### config.mk
export PLATFORM = sky130hd
export DESIGN_NAME = i2c_master_arbiter_flat
export DESIGN_NICKNAME = d
export VERILOG_FILES = /design/src/rtl/i2c_master_arbiter_if.sv /design/src/rtl/i2c_master_arbiter.sv /design/src/flat_wrapper.sv
export SDC_FILE = /design/constraint.sdc
export NUM_CORES = 1
export LEC_CHECK = 0
export BUFFER_PORTS_ARGS = -buffer_cell sky130_fd_sc_hd__buf_4
export CELL_PAD_IN_SITES_DETAIL_PLACEMENT = 1
export CELL_PAD_IN_SITES_GLOBAL_PLACEMENT = 2
export CORE_ASPECT_RATIO = 0.8
export CORE_MARGIN = 1.5
export CORE_UTILIZATION = 31
export CTS_BUF_LIST = sky130_fd_sc_hd__clkbuf_8 sky130_fd_sc_hd__clkbuf_16
export DETAILED_ROUTE_END_ITERATION = 16
export PLACE_DENSITY_LB_ADDON = 0.1
export SLEW_MARGIN = 5
export SYNTH_ARGS = -nofsm -noshare
export SYNTH_HDL_FRONTEND = slang
export SYNTH_SLANG_ARGS = --single-unit
export TNS_END_PERCENT = 30
### constraint.sdc
create_clock -name clk -period 8.35 [get_ports clk]
set_input_delay 1.2525 -clock clk [delete_from_list [all_inputs] [get_ports clk]]
set_output_delay 1.2525 -clock clk [all_outputs]
set_load 0.01 [all_outputs]
### src/rtl/i2c_master_arbiter_if.sv
// i2c_master_arbiter_if: requester-side handshakes plus i2c_master_v2 command/status/FIFO ports
interface i2c_master_arbiter_if #(parameter int N_REQ = 2);
  logic [N_REQ-1:0] req;
  logic [32*N_REQ-1:0] req_cmd;
  logic [N_REQ-1:0] wd_valid;
  logic [8*N_REQ-1:0] wd_data;
  logic [N_REQ-1:0] wd_ready;
  logic [N_REQ-1:0] rd_valid;
  logic [7:0] rd_data;
  logic [N_REQ-1:0] rd_ready;
  logic [N_REQ-1:0] done;
  logic done_err;
  logic [10:0] done_code;
  logic m_i2c_send;
  logic [31:0] m_command;
  logic [31:0] m_status;
  logic m_w_en;
  logic [7:0] m_w_data;
  logic m_r_en;
  logic [7:0] m_r_data;
  modport slave (
    input req, req_cmd, wd_valid, wd_data, rd_ready, m_status, m_r_data,
    output wd_ready, rd_valid, rd_data, done, done_err, done_code, m_i2c_send, m_command, m_w_en, m_w_data, m_r_en
  );
  modport master (
    output req, req_cmd, wd_valid, wd_data, rd_ready, m_status, m_r_data,
    input wd_ready, rd_valid, rd_data, done, done_err, done_code, m_i2c_send, m_command, m_w_en, m_w_data, m_r_en
  );
endinterface

### src/rtl/i2c_master_arbiter.sv
// i2c_master_arbiter: round-robin sharing of one i2c master (clk, rst, bus.slave: requester req/wd/rd/done side and master m_* side)
module i2c_master_arbiter #(
  parameter int N_REQ = 2,
  parameter int W_DATA_DEPTH = 8,
  parameter int R_DATA_DEPTH = 8,
  parameter logic [15:0] TIMEOUT = 16'hFFFF
) (
  input logic clk,
  input logic rst,
  i2c_master_arbiter_if.slave bus
);
  localparam int GW = $clog2(N_REQ);
  typedef enum logic [3:0] {IDLE, CHECK, LOAD, SEND, ARM, WAIT, POP, CAP, HOLD, DONE} state_t;
  state_t state, state_n;
  logic [GW-1:0] g, g_n, rr, rr_n, pick;
  logic [31:0] cmd, cmd_n;
  logic [14:0] pushed, pushed_n, len;
  logic [15:0] wdog, wdog_n;
  logic [10:0] code, code_n;
  logic [7:0] rdata, rdata_n;
  logic [N_REQ-1:0] gsel;
  logic any, legal, rw, stale, loading, fire;
  assign len = cmd[14:0];
  assign rw = cmd[15];
  assign gsel = N_REQ'(1) << g;
  assign legal = len != '0 && int'(len) <= (rw ? R_DATA_DEPTH : W_DATA_DEPTH);
  assign stale = !rw && !bus.m_status[16];
  assign loading = state == LOAD && pushed < len;
  assign fire = loading && bus.wd_valid[g];
  always_comb begin
    any = 1'b0;
    pick = '0;
    for (int i = 0; i < N_REQ; i++)
      if (!any && bus.req[(int'(rr) + i) % N_REQ]) begin
        any = 1'b1;
        pick = GW'((int'(rr) + i) % N_REQ);
      end
  end
  always_comb begin
    state_n = state;
    g_n = g;
    rr_n = rr;
    cmd_n = cmd;
    pushed_n = pushed;
    wdog_n = wdog;
    code_n = code;
    rdata_n = rdata;
    case (state)
      IDLE: if (any) begin
        g_n = pick;
        cmd_n = bus.req_cmd[32*int'(pick) +: 32];
        pushed_n = '0;
        state_n = CHECK;
      end
      CHECK: begin
        code_n = !legal ? 11'h7FF : stale ? 11'h7FD : 11'h000;
        state_n = (!legal || stale) ? DONE : rw ? SEND : LOAD;
      end
      LOAD: if (fire) begin
        pushed_n = pushed + 15'd1;
        state_n = pushed_n == len ? SEND : LOAD;
      end
      SEND: state_n = ARM;
      ARM: begin
        wdog_n = '0;
        state_n = WAIT;
      end
      WAIT: if (!bus.m_status[31]) begin
        code_n = bus.m_status[30:20];
        state_n = (rw && !bus.m_status[18]) ? POP : DONE;
      end else begin
        wdog_n = wdog + 16'd1;
        if (TIMEOUT != '0 && wdog_n == TIMEOUT) begin
          code_n = 11'h7FE;
          state_n = DONE;
        end
      end
      POP: state_n = CAP;
      CAP: begin
        rdata_n = bus.m_r_data;
        state_n = HOLD;
      end
      HOLD: if (bus.rd_ready[g]) state_n = bus.m_status[18] ? DONE : POP;
      DONE: begin
        rr_n = int'(g) == N_REQ - 1 ? '0 : g + 1'b1;
        state_n = IDLE;
      end
      default: state_n = IDLE;
    endcase
  end
  always_ff @(posedge clk or posedge rst)
    if (rst) begin
      state <= IDLE;
      g <= '0;
      rr <= '0;
      cmd <= '0;
      pushed <= '0;
      wdog <= '0;
      code <= '0;
      rdata <= '0;
    end else begin
      state <= state_n;
      g <= g_n;
      rr <= rr_n;
      cmd <= cmd_n;
      pushed <= pushed_n;
      wdog <= wdog_n;
      code <= code_n;
      rdata <= rdata_n;
    end
  assign bus.wd_ready = loading ? gsel : '0;
  assign bus.m_w_en = fire;
  assign bus.m_w_data = fire ? bus.wd_data[8*int'(g) +: 8] : '0;
  assign bus.rd_valid = state == HOLD ? gsel : '0;
  assign bus.rd_data = rdata;
  assign bus.done = state == DONE ? gsel : '0;
  assign bus.done_code = state == DONE ? code : '0;
  assign bus.done_err = state == DONE && code != '0;
  assign bus.m_i2c_send = state == SEND;
  assign bus.m_command = cmd;
  assign bus.m_r_en = state == POP;
endmodule

### src/flat_wrapper.sv
// flat-port wrapper written by rule: the top's interface ports become plain ports
module i2c_master_arbiter_flat 
#(
  parameter int N_REQ = 2,
  parameter int W_DATA_DEPTH = 8,
  parameter int R_DATA_DEPTH = 8,
  parameter logic [15:0] TIMEOUT = 16'hFFFF
)
  (clk, rst, bus_req, bus_req_cmd, bus_wd_valid, bus_wd_data, bus_rd_ready, bus_m_status, bus_m_r_data, bus_wd_ready, bus_rd_valid, bus_rd_data, bus_done, bus_done_err, bus_done_code, bus_m_i2c_send, bus_m_command, bus_m_w_en, bus_m_w_data, bus_m_r_en);
  i2c_master_arbiter_if #(.N_REQ(N_REQ)) bus_i ();
  input logic clk;
  input logic rst;
  input wire logic [$bits(bus_i.req)-1:0] bus_req;
  input wire logic [$bits(bus_i.req_cmd)-1:0] bus_req_cmd;
  input wire logic [$bits(bus_i.wd_valid)-1:0] bus_wd_valid;
  input wire logic [$bits(bus_i.wd_data)-1:0] bus_wd_data;
  input wire logic [$bits(bus_i.rd_ready)-1:0] bus_rd_ready;
  input wire logic [$bits(bus_i.m_status)-1:0] bus_m_status;
  input wire logic [$bits(bus_i.m_r_data)-1:0] bus_m_r_data;
  output wire logic [$bits(bus_i.wd_ready)-1:0] bus_wd_ready;
  output wire logic [$bits(bus_i.rd_valid)-1:0] bus_rd_valid;
  output wire logic [$bits(bus_i.rd_data)-1:0] bus_rd_data;
  output wire logic [$bits(bus_i.done)-1:0] bus_done;
  output wire logic [$bits(bus_i.done_err)-1:0] bus_done_err;
  output wire logic [$bits(bus_i.done_code)-1:0] bus_done_code;
  output wire logic [$bits(bus_i.m_i2c_send)-1:0] bus_m_i2c_send;
  output wire logic [$bits(bus_i.m_command)-1:0] bus_m_command;
  output wire logic [$bits(bus_i.m_w_en)-1:0] bus_m_w_en;
  output wire logic [$bits(bus_i.m_w_data)-1:0] bus_m_w_data;
  output wire logic [$bits(bus_i.m_r_en)-1:0] bus_m_r_en;
  assign bus_i.req = bus_req;
  assign bus_i.req_cmd = bus_req_cmd;
  assign bus_i.wd_valid = bus_wd_valid;
  assign bus_i.wd_data = bus_wd_data;
  assign bus_i.rd_ready = bus_rd_ready;
  assign bus_i.m_status = bus_m_status;
  assign bus_i.m_r_data = bus_m_r_data;
  assign bus_wd_ready = bus_i.wd_ready;
  assign bus_rd_valid = bus_i.rd_valid;
  assign bus_rd_data = bus_i.rd_data;
  assign bus_done = bus_i.done;
  assign bus_done_err = bus_i.done_err;
  assign bus_done_code = bus_i.done_code;
  assign bus_m_i2c_send = bus_i.m_i2c_send;
  assign bus_m_command = bus_i.m_command;
  assign bus_m_w_en = bus_i.m_w_en;
  assign bus_m_w_data = bus_i.m_w_data;
  assign bus_m_r_en = bus_i.m_r_en;
  i2c_master_arbiter #(.N_REQ(N_REQ), .W_DATA_DEPTH(W_DATA_DEPTH), .R_DATA_DEPTH(R_DATA_DEPTH), .TIMEOUT(TIMEOUT)) u_core (.clk(clk), .rst(rst), .bus(bus_i));
endmodule
==> impl_metrics.tcl <==
set metrics [dict create \
    yosysUniqueCellTypes 67 \
    antenna_found_initial 0 \
    path_common_cell "buf_4" \
    numCtsBuffers 9 \
    path_cells "inv_1 > ha_1 > a22o_1 > o41ai_1 > nand4b_1 > buf_4 > nor2_1 > buf_4" \
    die_area_um2 19100 \
    portBuffers 178 \
    cellPowerDensity_nw_per_um2 277 \
    io_pins 197 \
    skew_ps 7.06 \
    leakage_nw 3.48 \
    crit_path_start_kind "flip-flop" \
    max_cap_viol_count 0 \
    required_ps 7100 \
    ys_seq_area_share_pct 38.8 \
    status "completed" \
    path_class "flip-flop to output pin" \
    rows 44 \
    cpMaxStageDelayCell "o41ai_1" \
    drc 0 \
    grt-ovfl-total 0 \
    ys_warn_count 0 \
    syn_inst 646 \
    track_usage_pct 20.0 \
    drt_iter0_drc 219 \
    crit_arrival_ps 2970 \
    synthTopCellsByArea "dfrtp_1 (39%), mux2i_1 (7.8%), o21ai_0 (5.1%), nand2_1 (4.6%), nor2_1 (4.1%)" \
    postSynthAreaPerCell_um2 8.78 \
    clk_latency_ps 350 \
    dp_slack_ps 4520 \
    grt_pass1_vias 5605 \
    final_util_pct 41.4 \
    cts_root_buf "clkbuf_16" \
    grt_pass1_wl_um 29700 \
    finalHoldViolCount 0 \
    syn_nets 792 \
    synth_top_area_cell "dfrtp_1" \
    ys_ff_latch 88 \
    drt-pass1-iter-count 4 \
    nets 947 \
    cts_max_level 3 \
    place_congestion 0.775 \
    synthTopCellsByCount "dfrtp_1 (88), nand2_1 (70), nor2_1 (62)" \
    cts_resized 0 \
    netlist_area_um2 5670 \
    grt_max_degree 72 \
    syn_to_final_growth_pct 31.8 \
    totalWireLength_um 18400 \
    hp-class "flip-flop to flip-flop" \
    fmax_mhz 237 \
    max-slew-margin-rel_pct 27.5 \
    cp_max_fo 29 \
    cts_tree "done" \
    num_vias 5366 \
    die_y_um 124 \
    clock_path_buffers 2 \
    cp_top_family "compound AO/OA/AOI/OAI gates" \
    final_max_slew_viol_count 0 \
    hpwl_um 14100 \
    ys.flop_type "dfrtp_1" \
    critPathMaxStageDelay_ps 670 \
    async_flop_share_pct 100 \
    critPathBufInv 3 \
    initial_utilization_pct 31.4 \
    avgRoutedWirePerCell_um 17.8 \
    yosysMostFrequentCell "dfrtp_1" \
    fin_crit_sh_pct 50.6 \
    synth_edf_count 0 \
    tightest_slew_ps 1090 \
    synth_top_area_share_pct 38.8 \
    holdBufCountCts 0 \
    tns_ps 0 \
    setup_violations 0 \
    numPlacedInstances 1020 \
    nFillCells 2135 \
    ir_drop_v 0.0000957 \
    critPathCaptureType "output pin" \
    clkSinkCount 88 \
    fp.dieW_um 154 \
    instances_no_fill 1034 \
    diodes 0 \
    drive_above_1_share_pct 27.9 \
    rsz0062_at_grt "no" \
    post_cts_buffers 0 \
    avgViaCountPerCell 5.19 \
    core_um2 18100 \
    setup_slack_ps 4130 \
    fin_crit_ps 4220 \
    antenna_left 0 \
    clk_pin_slew_ps 60 \
]
## power by group
group | leakage (nW) | switching [mW] | internal [mW] | total [mW]
registers | 1.09 | 0.185 | 0.554 | 0.739
logic | 2.24 | 0.475 | 0.444 | 0.919
clock network | 0.143 | 0.172 | 0.245 | 0.416
## metrics by stage
step	hold slack (ps)	total power [mW]	area (um2)
after floorplan	444	1.24	5670
final	482	2.07	7480
after global placement	466	1.65	7180
after CTS	488	2.11	7480
after detailed placement	474	1.68	7180
after global routing	508	2.24	7480
## routing by layer
layer | wire length (um) | track usage, % | vias to the layer above | share of wire (%)
met3 | 1040 | 4.91 | 19 | 5.6
met2 | 8110 | 31.2 | 150 | 44
met1 | 8880 | 27.2 | 2600 | 48
met5 | 0 | 0 | - | 0
met4 | 400 | 6.80 | 0 | 2.2
li1 | - | - | 2597 | -
## sequential cells by signal, summed over array words and instances (netlist names)
register and cells:
u_core.bus.m_command 32, u_core.bus.rd_data 8, u_core.code 11, u_core.g 1, u_core.pushed 15, u_core.rr 1
u_core.state 4, u_core.wdog 16
## cell type report
type                    count  area [um2]  area share, %
well taps                 230         288           3.85
flip-flops and latches     88        2200           29.4
inverters                  29         110           1.47
clock inverters             3        42.5          0.569
clock buffers              11         253           3.38
repair buffers            184        1380           18.5
multi-input cells         489        3200           42.8
## cell usage in the layout (no fill, tap or decap), types with 3 or more instances in the layout
cell and n:
a21o_1 3, a21oi_1 17, a22o_1 4, a31oi_1 13
and2_1 18, and3_1 7, buf_4 184, clkbuf_16 9
dfrtp_1 88, ha_1 18, inv_1 27, mux2_1 10
mux2_2 9, mux2i_1 44, nand2_1 69, nand2b_1 3
nand3_1 18, nand3b_1 4, nand4_1 11, nor2_1 62
nor2b_1 3, nor3_1 18, nor4_1 6, o211ai_1 3
o21ai_0 58, o21ai_1 12, o22a_1 7, o31ai_1 6
o41ai_1 3, or3_1 4, xnor2_1 12, xor2_1 9
## logic make-up after synthesis
logic type                 count (synthesis)  share of synthesized area [%]
DFF                                       88                           38.8
xor gates and xnor gates                  21                           3.24
buffers and inverters                     69                           4.98
muxes                                     63                           11.5
and+or+nand+nor                          243                           21.2
adders and majority gates                 18                           3.97
AOI/OAI and AO/OA                        144                           16.2
## tightest hold or removal path, stage by stage (launching register included)
cell	delay (ps)
dfrtp_1	340
nand2_1	50
o21ai_0	60
## path summary, 6_finish.rpt
| path | startpoint | end | slack (ps) | cells past startpoint |
|---|---|---|---|---|
| worst max register to register | u_core.bus.m_command[6]$_DFFE_PP0P_ | u_core.pushed[14]$_DFFE_PP0P_ | 5180 | 8 |
| worst min-delay path | u_core.bus.m_command[22]$_DFFE_PP0P_ | u_core.bus.m_command[22]$_DFFE_PP0P_ | 480 | 2 |
| worst max-delay path | u_core.bus.m_command[6]$_DFFE_PP0P_ | bus_m_w_data[7] | 4130 | 8 |
| worst min register to register | u_core.bus.m_command[22]$_DFFE_PP0P_ | u_core.bus.m_command[22]$_DFFE_PP0P_ | 480 | 2 |
| max in group asynchronous | rst | u_core.pushed[2]$_DFFE_PP0P_ | 6260 | 3 |
| min in group asynchronous | rst | u_core.bus.m_command[26]$_DFFE_PP0P_ | 860 | 2 |
No activity file was read; power rests on OpenSTA's default activity.
